[src/rtl/parking_gate_controller.sv]
// parking_gate_controller
// Sequences the entry and exit barriers of the car park. One gate is granted at
// a time, with round-robin arbitration between the two sides. Cars admitted but
// not yet parked are counted in in_transit. Entry is refused once every free
// slot has already been promised to one of those cars.
//
// Handshake / sensor semantics: every request and pass input is a level. A grant
// is taken in IDLE. Once granted, the gate stays open until its pass sensor
// cycles, or until the open timeout expires. Dropping a request after the grant
// does not abort the cycle.
module parking_gate_controller #(
  parameter int OPEN_CYCLES  = 1000,
  parameter int GUARD_CYCLES = 50,
  parameter int SLOTS        = 8
) (
  input  logic       clk,
  input  logic       rst_n,
  input  logic [3:0] i_free,
  input  logic       i_entry_req,
  input  logic       i_exit_req,
  input  logic       i_entry_pass,
  input  logic       i_exit_pass,
  output logic       o_entry_open,
  output logic       o_exit_open,
  output logic [3:0] o_avail,
  output logic       o_full,
  output logic       o_busy,
  output logic [2:0] o_dbg_state,
  output logic [3:0] o_dbg_in_transit
);

  // One shared timer serves both the open timeout and the guard interval.
  localparam int TMAX = (OPEN_CYCLES > GUARD_CYCLES) ? OPEN_CYCLES : GUARD_CYCLES;
  localparam int TW   = $clog2(TMAX + 1);

  localparam logic [TW-1:0] OPEN_LAST  = TW'(OPEN_CYCLES - 1);
  localparam logic [TW-1:0] GUARD_LAST = TW'(GUARD_CYCLES - 1);
  localparam logic [3:0]    SLOTS_4    = 4'(SLOTS);

  localparam logic SIDE_ENTRY = 1'b0;
  localparam logic SIDE_EXIT  = 1'b1;

  typedef enum logic [2:0] {
    ST_IDLE     = 3'd0,
    ST_ENT_OPEN = 3'd1,
    ST_ENT_PASS = 3'd2,
    ST_EXT_OPEN = 3'd3,
    ST_EXT_PASS = 3'd4,
    ST_GUARD    = 3'd5
  } state_t;

  state_t        r_state;
  logic [TW-1:0] r_timer;
  logic          r_last_served;
  logic          r_cur_side;
  logic          r_entry_open;
  logic          r_exit_open;
  logic          r_busy;
  logic [3:0]    r_free_q;
  logic [3:0]    r_in_transit;
  logic [3:0]    r_avail;
  logic          r_full;

  logic [3:0]    w_free_clamped;
  logic          w_free_drop;
  logic          w_entry_admit;
  logic [3:0]    w_in_transit_next;
  logic [3:0]    w_avail_next;
  logic          w_ent_ok;
  logic          w_ext_ok;
  logic          w_pick_entry;

  // Free count above the car-park size is treated as a full car park of free slots.
  always_comb begin
    w_free_clamped = i_free;
    if (i_free > SLOTS_4) begin
      w_free_clamped = SLOTS_4;
    end
  end

  // A car is admitted on the cycle its pass sensor is first seen while the entry gate is up.
  assign w_entry_admit = (r_state == ST_ENT_OPEN) && i_entry_pass;

  // A falling free count means a promised car has now taken its slot.
  assign w_free_drop = (w_free_clamped < r_free_q);

  // Update in_transit: +1 on admit (saturate at SLOTS), -1 on occupancy (floor 0).
  // When both happen together, they cancel.
  always_comb begin
    w_in_transit_next = r_in_transit;
    if (w_entry_admit && !w_free_drop) begin
      if (r_in_transit < SLOTS_4) begin
        w_in_transit_next = r_in_transit + 4'd1;
      end
    end else if (!w_entry_admit && w_free_drop) begin
      if (r_in_transit != 4'd0) begin
        w_in_transit_next = r_in_transit - 4'd1;
      end
    end
  end

  // Slots still offerable to new entries, saturating at zero.
  always_comb begin
    w_avail_next = 4'd0;
    if (r_free_q > r_in_transit) begin
      w_avail_next = r_free_q - r_in_transit;
    end
  end

  // Arbitration inputs for IDLE. On a tie, serve the side opposite the last one served.
  assign w_ent_ok     = i_entry_req && (r_avail != 4'd0);
  assign w_ext_ok     = i_exit_req;
  assign w_pick_entry = w_ent_ok && (!w_ext_ok || (r_last_served == SIDE_EXIT));

  // Vacancy bookkeeping: sample free count and track cars in transit.
  // The outputs lag these values by one cycle.
  always_ff @(posedge clk or negedge rst_n) begin
    if (!rst_n) begin
      r_free_q     <= 4'd0;
      r_in_transit <= 4'd0;
      r_avail      <= 4'd0;
      r_full       <= 1'b1;
    end else begin
      r_free_q     <= w_free_clamped;
      r_in_transit <= w_in_transit_next;
      r_avail      <= w_avail_next;
      r_full       <= (w_avail_next == 4'd0);
    end
  end

  // Gate sequencing FSM with registered gate commands and busy flag.
  always_ff @(posedge clk or negedge rst_n) begin
    if (!rst_n) begin
      r_state       <= ST_IDLE;
      r_timer       <= '0;
      r_last_served <= SIDE_EXIT;
      r_cur_side    <= SIDE_EXIT;
      r_entry_open  <= 1'b0;
      r_exit_open   <= 1'b0;
      r_busy        <= 1'b0;
    end else begin
      case (r_state)
        ST_IDLE: begin
          r_timer <= '0;
          if (w_pick_entry) begin
            r_state      <= ST_ENT_OPEN;
            r_cur_side   <= SIDE_ENTRY;
            r_entry_open <= 1'b1;
            r_busy       <= 1'b1;
          end else if (w_ext_ok) begin
            r_state     <= ST_EXT_OPEN;
            r_cur_side  <= SIDE_EXIT;
            r_exit_open <= 1'b1;
            r_busy      <= 1'b1;
          end
        end

        ST_ENT_OPEN: begin
          if (i_entry_pass) begin
            r_state <= ST_ENT_PASS;
            r_timer <= '0;
          end else if (r_timer == OPEN_LAST) begin
            r_state      <= ST_GUARD;
            r_timer      <= '0;
            r_entry_open <= 1'b0;
          end else begin
            r_timer <= r_timer + TW'(1);
          end
        end

        // Barrier stays up as long as a car is underneath; no timeout here.
        ST_ENT_PASS: begin
          if (!i_entry_pass) begin
            r_state      <= ST_GUARD;
            r_timer      <= '0;
            r_entry_open <= 1'b0;
          end
        end

        ST_EXT_OPEN: begin
          if (i_exit_pass) begin
            r_state <= ST_EXT_PASS;
            r_timer <= '0;
          end else if (r_timer == OPEN_LAST) begin
            r_state     <= ST_GUARD;
            r_timer     <= '0;
            r_exit_open <= 1'b0;
          end else begin
            r_timer <= r_timer + TW'(1);
          end
        end

        ST_EXT_PASS: begin
          if (!i_exit_pass) begin
            r_state     <= ST_GUARD;
            r_timer     <= '0;
            r_exit_open <= 1'b0;
          end
        end

        // Both barriers held down for GUARD_CYCLES; the served side is remembered on leaving.
        ST_GUARD: begin
          if (r_timer == GUARD_LAST) begin
            r_state       <= ST_IDLE;
            r_timer       <= '0;
            r_busy        <= 1'b0;
            r_last_served <= r_cur_side;
          end else begin
            r_timer <= r_timer + TW'(1);
          end
        end

        default: begin
          r_state      <= ST_IDLE;
          r_timer      <= '0;
          r_entry_open <= 1'b0;
          r_exit_open  <= 1'b0;
          r_busy       <= 1'b0;
        end
      endcase
    end
  end

  assign o_entry_open     = r_entry_open;
  assign o_exit_open      = r_exit_open;
  assign o_avail          = r_avail;
  assign o_full           = r_full;
  assign o_busy           = r_busy;
  assign o_dbg_state      = r_state;
  assign o_dbg_in_transit = r_in_transit;

endmodule
[config.mk]
export PLATFORM = sky130hd
export DESIGN_NAME = parking_gate_controller
export DESIGN_NICKNAME = d
export VERILOG_FILES = /design/src/rtl/parking_gate_controller.sv
export SDC_FILE = /design/constraint.sdc
export NUM_CORES = 1
export LEC_CHECK = 0
export CAP_MARGIN = 10
export CORE_MARGIN = 4
export CORE_UTILIZATION = 59
export CTS_CLUSTER_DIAMETER = 80
export DETAILED_ROUTE_END_ITERATION = 7
export PLACE_DENSITY = 0.84
export REMOVE_ABC_BUFFERS = 1
export SLEW_MARGIN = 10
export SYNTH_ARGS = -nofsm -noshare
export SYNTH_HDL_FRONTEND = slang
export SYNTH_SLANG_ARGS = --single-unit
[constraint.sdc]
create_clock -name clk -period 3.9 [get_ports clk]
set_clock_uncertainty 0.2 [all_clocks]
set_input_delay 0.78 -clock clk [delete_from_list [all_inputs] [get_ports clk]]
set_output_delay 0.78 -clock clk [all_outputs]
set_load 0.005 [all_outputs]
After elaboration in Yosys (flattened, before gate mapping)
Cells that the tools add are included.

cells by class
  add/sub/neg operators = 4
  multiply operators = 0
  divide/modulo/power cells = 0
  $lt $le $gt $ge = 4
  equal/unequal tests = 19
  shifts and indexed selects = 0
  muxes and demuxes = 36
  bitwise logic cells = 3
  reductions and logical operators = 27

operator list
  cell                     number
  $mux W10                 6
  $pmux W10 S5             1
  $mux W3                  8
  $mux W4                  6
  $ne A2 B2 Y1 const B     9
  $pmux W3 S6              1
  $mux W1                  11
  $add A10 B1 Y10 const B  1
  $eq A10 B10 Y1 const B   1
  $eq A10 B6 Y1 const B    1
  $pmux W1 S4              2
  $reduce_bool A4 Y1       2
  $eq A3 B2 Y1 const B     2
  $eq A3 B3 Y1 const B     2
  $reduce_and A2 Y1        3
  $reduce_and A3 Y1        2
  $reduce_and A6 Y1        1
  $reduce_bool A2 Y1       3
  $reduce_or A3 Y1         2
  $logic_and A1 B1 Y1      5
  $reduce_and A5 Y1        1
  $add A4 B1 Y4 const B    1
  $gt A4 B4 Y1             1
  $gt A4 B4 Y1 const B     1
  15 further kinds         20

word-level totals
  bits in registers = 31
  bits in latches = 0
  RAM bits = 0
  bits in read-only memories = 0
  bits of input ports = 10
  output and inout bits = 15
  logic and storage cells = 104
  memories = 0

Depth between registers and ports, before layout
  word-level depth = 7
  gate-level depth with buffers = 14
  depth with buffers taken out = 14

Least setup slack after synthesis
No wires, ideal clock.

  path kind = input to register
  start = in i_free[1]
  end = reg r_in_transit[3], in the netlist o_dbg_in_transit[3]
  library setup time = 0.123 ns
  data arrival time = 2.785 ns
  required time = 3.577 ns
  setup slack = 0.792 ns
  stages on the path = 14
  path buffers = 0
  cell sequence = nor2b_1 > ha_1 > o21ai_0 > nand2b_1 > a21o_1 > a21o_1 > ha_1 > inv_1 > ha_1 > a21o_1 > a21oi_1 > xnor2_1 > nor2_1 > xnor2_1

on the way
  longest elaborated chain between the ends = 7
  elaborated cells on any way between the ends = 11
  classes of those cells = order compare (2); eq/ne (1); mux (2); reduce/logical (6)

RTL lines
  element                                                              RTL line  source
  start, declared                                                      18        input logic [3:0] i_free,
  $gt A4 B4 Y1                                                         76        if (i_free > SLOTS_4) begin
  $mux W4 (*)                                                          76
  $lt A4 B4 Y1 (*)                                                     85        assign w_free_drop = (w_free_clamped < r_free_q);
  $logic_not A1 Y1                                                     91        if (w_entry_admit && !w_free_drop) begin
  $logic_and A1 B1 Y1                                                  91
  $ne A2 B1 Y1 (no line) / $reduce_bool A2 Y1 (equally long branches)  -
  $reduce_and A3 Y1 (no line)                                          -
  end signal, assigned                                                 125       r_in_transit <= w_in_transit_next;
  end, declared                                                        60        logic [3:0] r_in_transit;

Mark *: on every way between the ends. The rest lies on a longest branch, timed or not.
A chain may end at the register's enable or synchronous reset.

Final worst setup path
  start = in i_free[3]
  end = reg r_in_transit[3], in the netlist o_dbg_in_transit[3]

on the way
  longest elaborated chain between the ends = 7
  elaborated cells on any way between the ends = 11
  classes of those cells = order compare (2); eq/ne (1); mux (2); reduce/logical (6)

RTL lines
  element                                                              RTL line  source
  $gt A4 B4 Y1 (*)                                                     76
  $mux W4 (*)                                                          76
  via w_free_clamped[1]                                                64        logic [3:0] w_free_clamped;
  $lt A4 B4 Y1 (*)                                                     85
  $logic_not A1 Y1                                                     91
  $logic_and A1 B1 Y1                                                  91
  $ne A2 B1 Y1 (no line) / $reduce_bool A2 Y1 (equally long branches)  -
  $reduce_and A3 Y1 (no line)                                          -

Mark *: on every way through the listed nets, which the timed path passes. The rest lies on a longest branch.

==> run metrics <==
status=completed; clk slew on worst S/H paths=around 0.10 ns; worst reg2reg path startpoint=r_free_q[1]; number of flip-flops and latches in the synthesized netlist=31; number of levels the H-tree was split into=2; highest cell delay on the worst timing path=between 0.4 and 0.5 ns; Unique masters post-synth=48; insertion delay of the later-clocked pin in the worst-skew pair=0.33 ns; wire length of the first global-routing pass=7360 µm; PostCTS Resize Cnt=0; Worst Setup Slack, final=0.419 ns; required time of the critical path=3.93 ns; leakage power total=between 0.9 and 1 nW; initial detailed-routing violation count=between 100 and 150; final std cells w/o fill=280; count of endpoints failing setup in the final report=0; Antenna Diode Count=0; number of buffers inserted during clock tree synthesis=5; worst reg2reg endpoint=o_dbg_in_transit[3]; final worst path period need=~3.5 ns; actual slew at the worst max-slew pin=around 0.85 ns; Congestion Overflow GR=0; Die X-Extent=65.2 µm; Syn Area/Cell=roughly 9 µm²; Max Cap Viol=0; number of fill cells in the layout=roughly 230; depth of the worst register-to-register path=14; CP max stage cell=clkdlybuf4s50_1; fraction of the yosys area taken by sequential cells=0.404; setup TNS=0 ns; utilization after layout=0.743; total standard cell area after synthesis=1930 µm²; number of primary I/O pins=25; remaining max-slew budget at the tightest pin=0.434; Cells after Synth=210; clock tree buffer depth=2; WS Path Type=in -> reg; worst-case register-to-register setup slack=1.03 ns; predominant post-synthesis flop cell=dfrtp_1; Final Hold Violating Endpoints=0; height of the chip=65.2 µm; vias after detailed routing=1660; placement row count=20; RSZ-0062 raised after global routing=false; proportion of register bits with asynchronous set or reset after synthesis=1.00; Pwr Density=692 nW/µm²; number of buffers added for setup after CTS=0; startpoint types=input port; highest clock frequency the design can meet=about 0.29 GHz; Post-synth EDFFs=0; DP Worst Slack=approximately 0.031 ns; number of hold buffers added after CTS=0; largest net degree at the start of global routing=32; cell family with the largest share of critical-path delay=compound AO/OA/AOI/OAI gates; CP Launch Point=i_free[3]; overall routing resource usage=0.228; Clock Root Buffer=clkbuf_4; Avg Vias per Cell=between 5 and 6; placed insts=around 270; weighted congestion reported at the end of routability-driven placement=about 0.85; post-detailed-placement half-perimeter wirelength=~3200 µm; Initial Util=0.626; remaining routing DRC violations=0; worst supply voltage drop on vdd=between 500 and 600 µV; number of buffer and inverter instances along the worst setup path=2; number of stages on the worst setup path=15; area of the core=~3100 µm²; crit path DAT=3.51 ns; kind of path behind the tightest hold check=reg -> reg; initial antenna violation count=0; Die ar.=roughly 4200 µm²; number of pins with negative max-slew slack in the final report=0; average wire per standard cell=15.2 µm; type of element capturing the critical path=register; number of warnings printed during yosys synthesis=0; wire length reported by the detailed router=4250 µm; drt first pass iters=4; area added between synthesis and finish=18.6%; vias in the first global route=roughly 1700; layout cells sized above 1=0.0805; CTS sink cnt=31; buffers added on ports=24; # nets final=~260; Crit Path Max Fanout=5; remaining number of nets flagged by the antenna check after routing=0; capture point of the critical path=o_dbg_in_transit[3]; TritonCTS clock tree=yes; final critical-path share of the clock period=0.893; worst path cell trace=clkdlybuf4s50_1 -> nor2b_1 -> ha_1 -> o21ai_0 -> nand2b_1 -> a21o_1 -> a21o_1 -> ha_1 -> inv_1 -> ha_1 -> a21o_1 -> a21oi_1 -> xnor2_1 -> nor2_1 -> xnor2_1; total power of the final layout=approximately 1.6 mW
-- cell families after synthesis --
group,after synthesis,share of synthesized area
xor+xnor,5,0.0227
compound gates,59,0.206
buf+inv,26,0.0532
flops,31,0.404
simple gates,71,0.193
fa+ha+maj,14,0.0986
mux,4,0.0221
-- cells in the final DEF (no fill, tap or decap), types with 2 or more instances in the layout --
master,instances
o21ai_0,12
a31oi_1,4
nand3_1,4
o211ai_1,5
fa_1,2
dfstp_2,3
clkdlybuf4s50_1,24
nor2b_1,8
dfrtp_1,28
nand3b_1,4
a22o_1,3
nor3_1,6
o21ai_1,2
inv_1,19
nand2b_1,4
ha_1,12
nor2_1,13
o22ai_1,3
mux2i_1,2
xnor2_1,4
clkbuf_4,5
a32o_1,2
nor4_1,2
mux2_2,2
nand2_1,21
a21o_1,5
a21oi_1,12
-- synth_stat cells (2+ instances only) --
cell	number	area share
clkbuf_1	3	0.0058
nor4_1	2	0.0065
a22o_1	3	0.014
nor2b_1	8	0.026
a21oi_1	12	0.031
a21o_1	5	0.019
ha_1	12	0.078
a32o_1	2	0.010
o22ai_1	3	0.0097
a31oi_1	4	0.013
xnor2_1	4	0.018
buf_2	4	0.010
nor2_1	13	0.025
fa_1	2	0.021
nor3_1	6	0.016
nand2b_1	4	0.013
nand3b_1	4	0.016
o211ai_1	5	0.019
nand3_1	4	0.010
o21ai_1	2	0.0052
dfstp_2	3	0.041
nand2_1	21	0.041
mux2i_1	2	0.010
mux2_2	2	0.012
o21ai_0	12	0.031
inv_1	19	0.037
dfrtp_1	28	0.36
-- worst register-to-register path: stages (launching register included) --
cell and delay (ns):
dfrtp_1 0.43, inv_1 0.07, ha_1 0.28, o21ai_0 0.07
nand2b_1 0.08, a21o_1 0.18, a21o_1 0.17, ha_1 0.23
inv_1 0.13, ha_1 0.24, a21o_1 0.18, a21oi_1 0.18
xnor2_1 0.14, nor2_1 0.07, xnor2_1 0.12
-- cell type report --
class | instances | area (µm²) | share of cell area
Clock buffer | 6 | 51.3 | 0.0224
Clock inverter | 2 | 35.0 | 0.0153
Inverter | 19 | 71.3 | 0.0312
Multi-Input combinational cell | 153 | 1050 | 0.458
Sequential cell | 31 | 779 | 0.341
Tap cell | 44 | 55.1 | 0.0241
Timing Repair Buffer | 25 | 248 | 0.108
-- worst min path at each step --
stage	depth (start not counted)	to	start
final	2	o_exit_open	o_exit_open
after global placement	1	o_busy	o_busy
after CTS	1	o_busy	o_busy
after floorplan	0	o_avail[0]	rst_n
after global routing	1	o_busy	o_busy
after detailed placement	1	o_busy	o_busy
-- state kept, by name, summed over array words and instances, names as in the netlist --
name / flops
o_avail: 4
o_busy: 1
o_dbg_in_transit: 4
o_dbg_state: 3
o_entry_open: 1
o_exit_open: 1
o_full: 1
r_cur_side: 1
r_free_q: 4
r_last_served: 1
r_timer: 10
-- report_power, final --
part | switching, mW | total, mW | internal, mW
sequential | 0.123 | 0.540 | 0.417
combinational | 0.389 | 0.779 | 0.390
clock | 0.112 | 0.264 | 0.151
total | 0.624 | 1.58 | 0.959
-- metal layers --
layer | share of wire | global-route usage | vias to the layer above
li1 | - | - | 798
met1 | 0.39 | 0.248 | 801
met2 | 0.52 | 0.411 | 50
met3 | 0.060 | 0.0684 | 11
met4 | 0.024 | 0.0907 | 0
met5 | 0 | 0 | -
-- metrics by stage --
step | area [µm²] | hold WS [ns]
final | 2290 | 0.326
after global routing | 2290 | 0.350
after CTS | 2290 | 0.336
after detailed placement | 2200 | 0.314
after global placement | 2200 | 0.302
after floorplan | 1900 | 0.284
(Power assumes the default switching activity.)
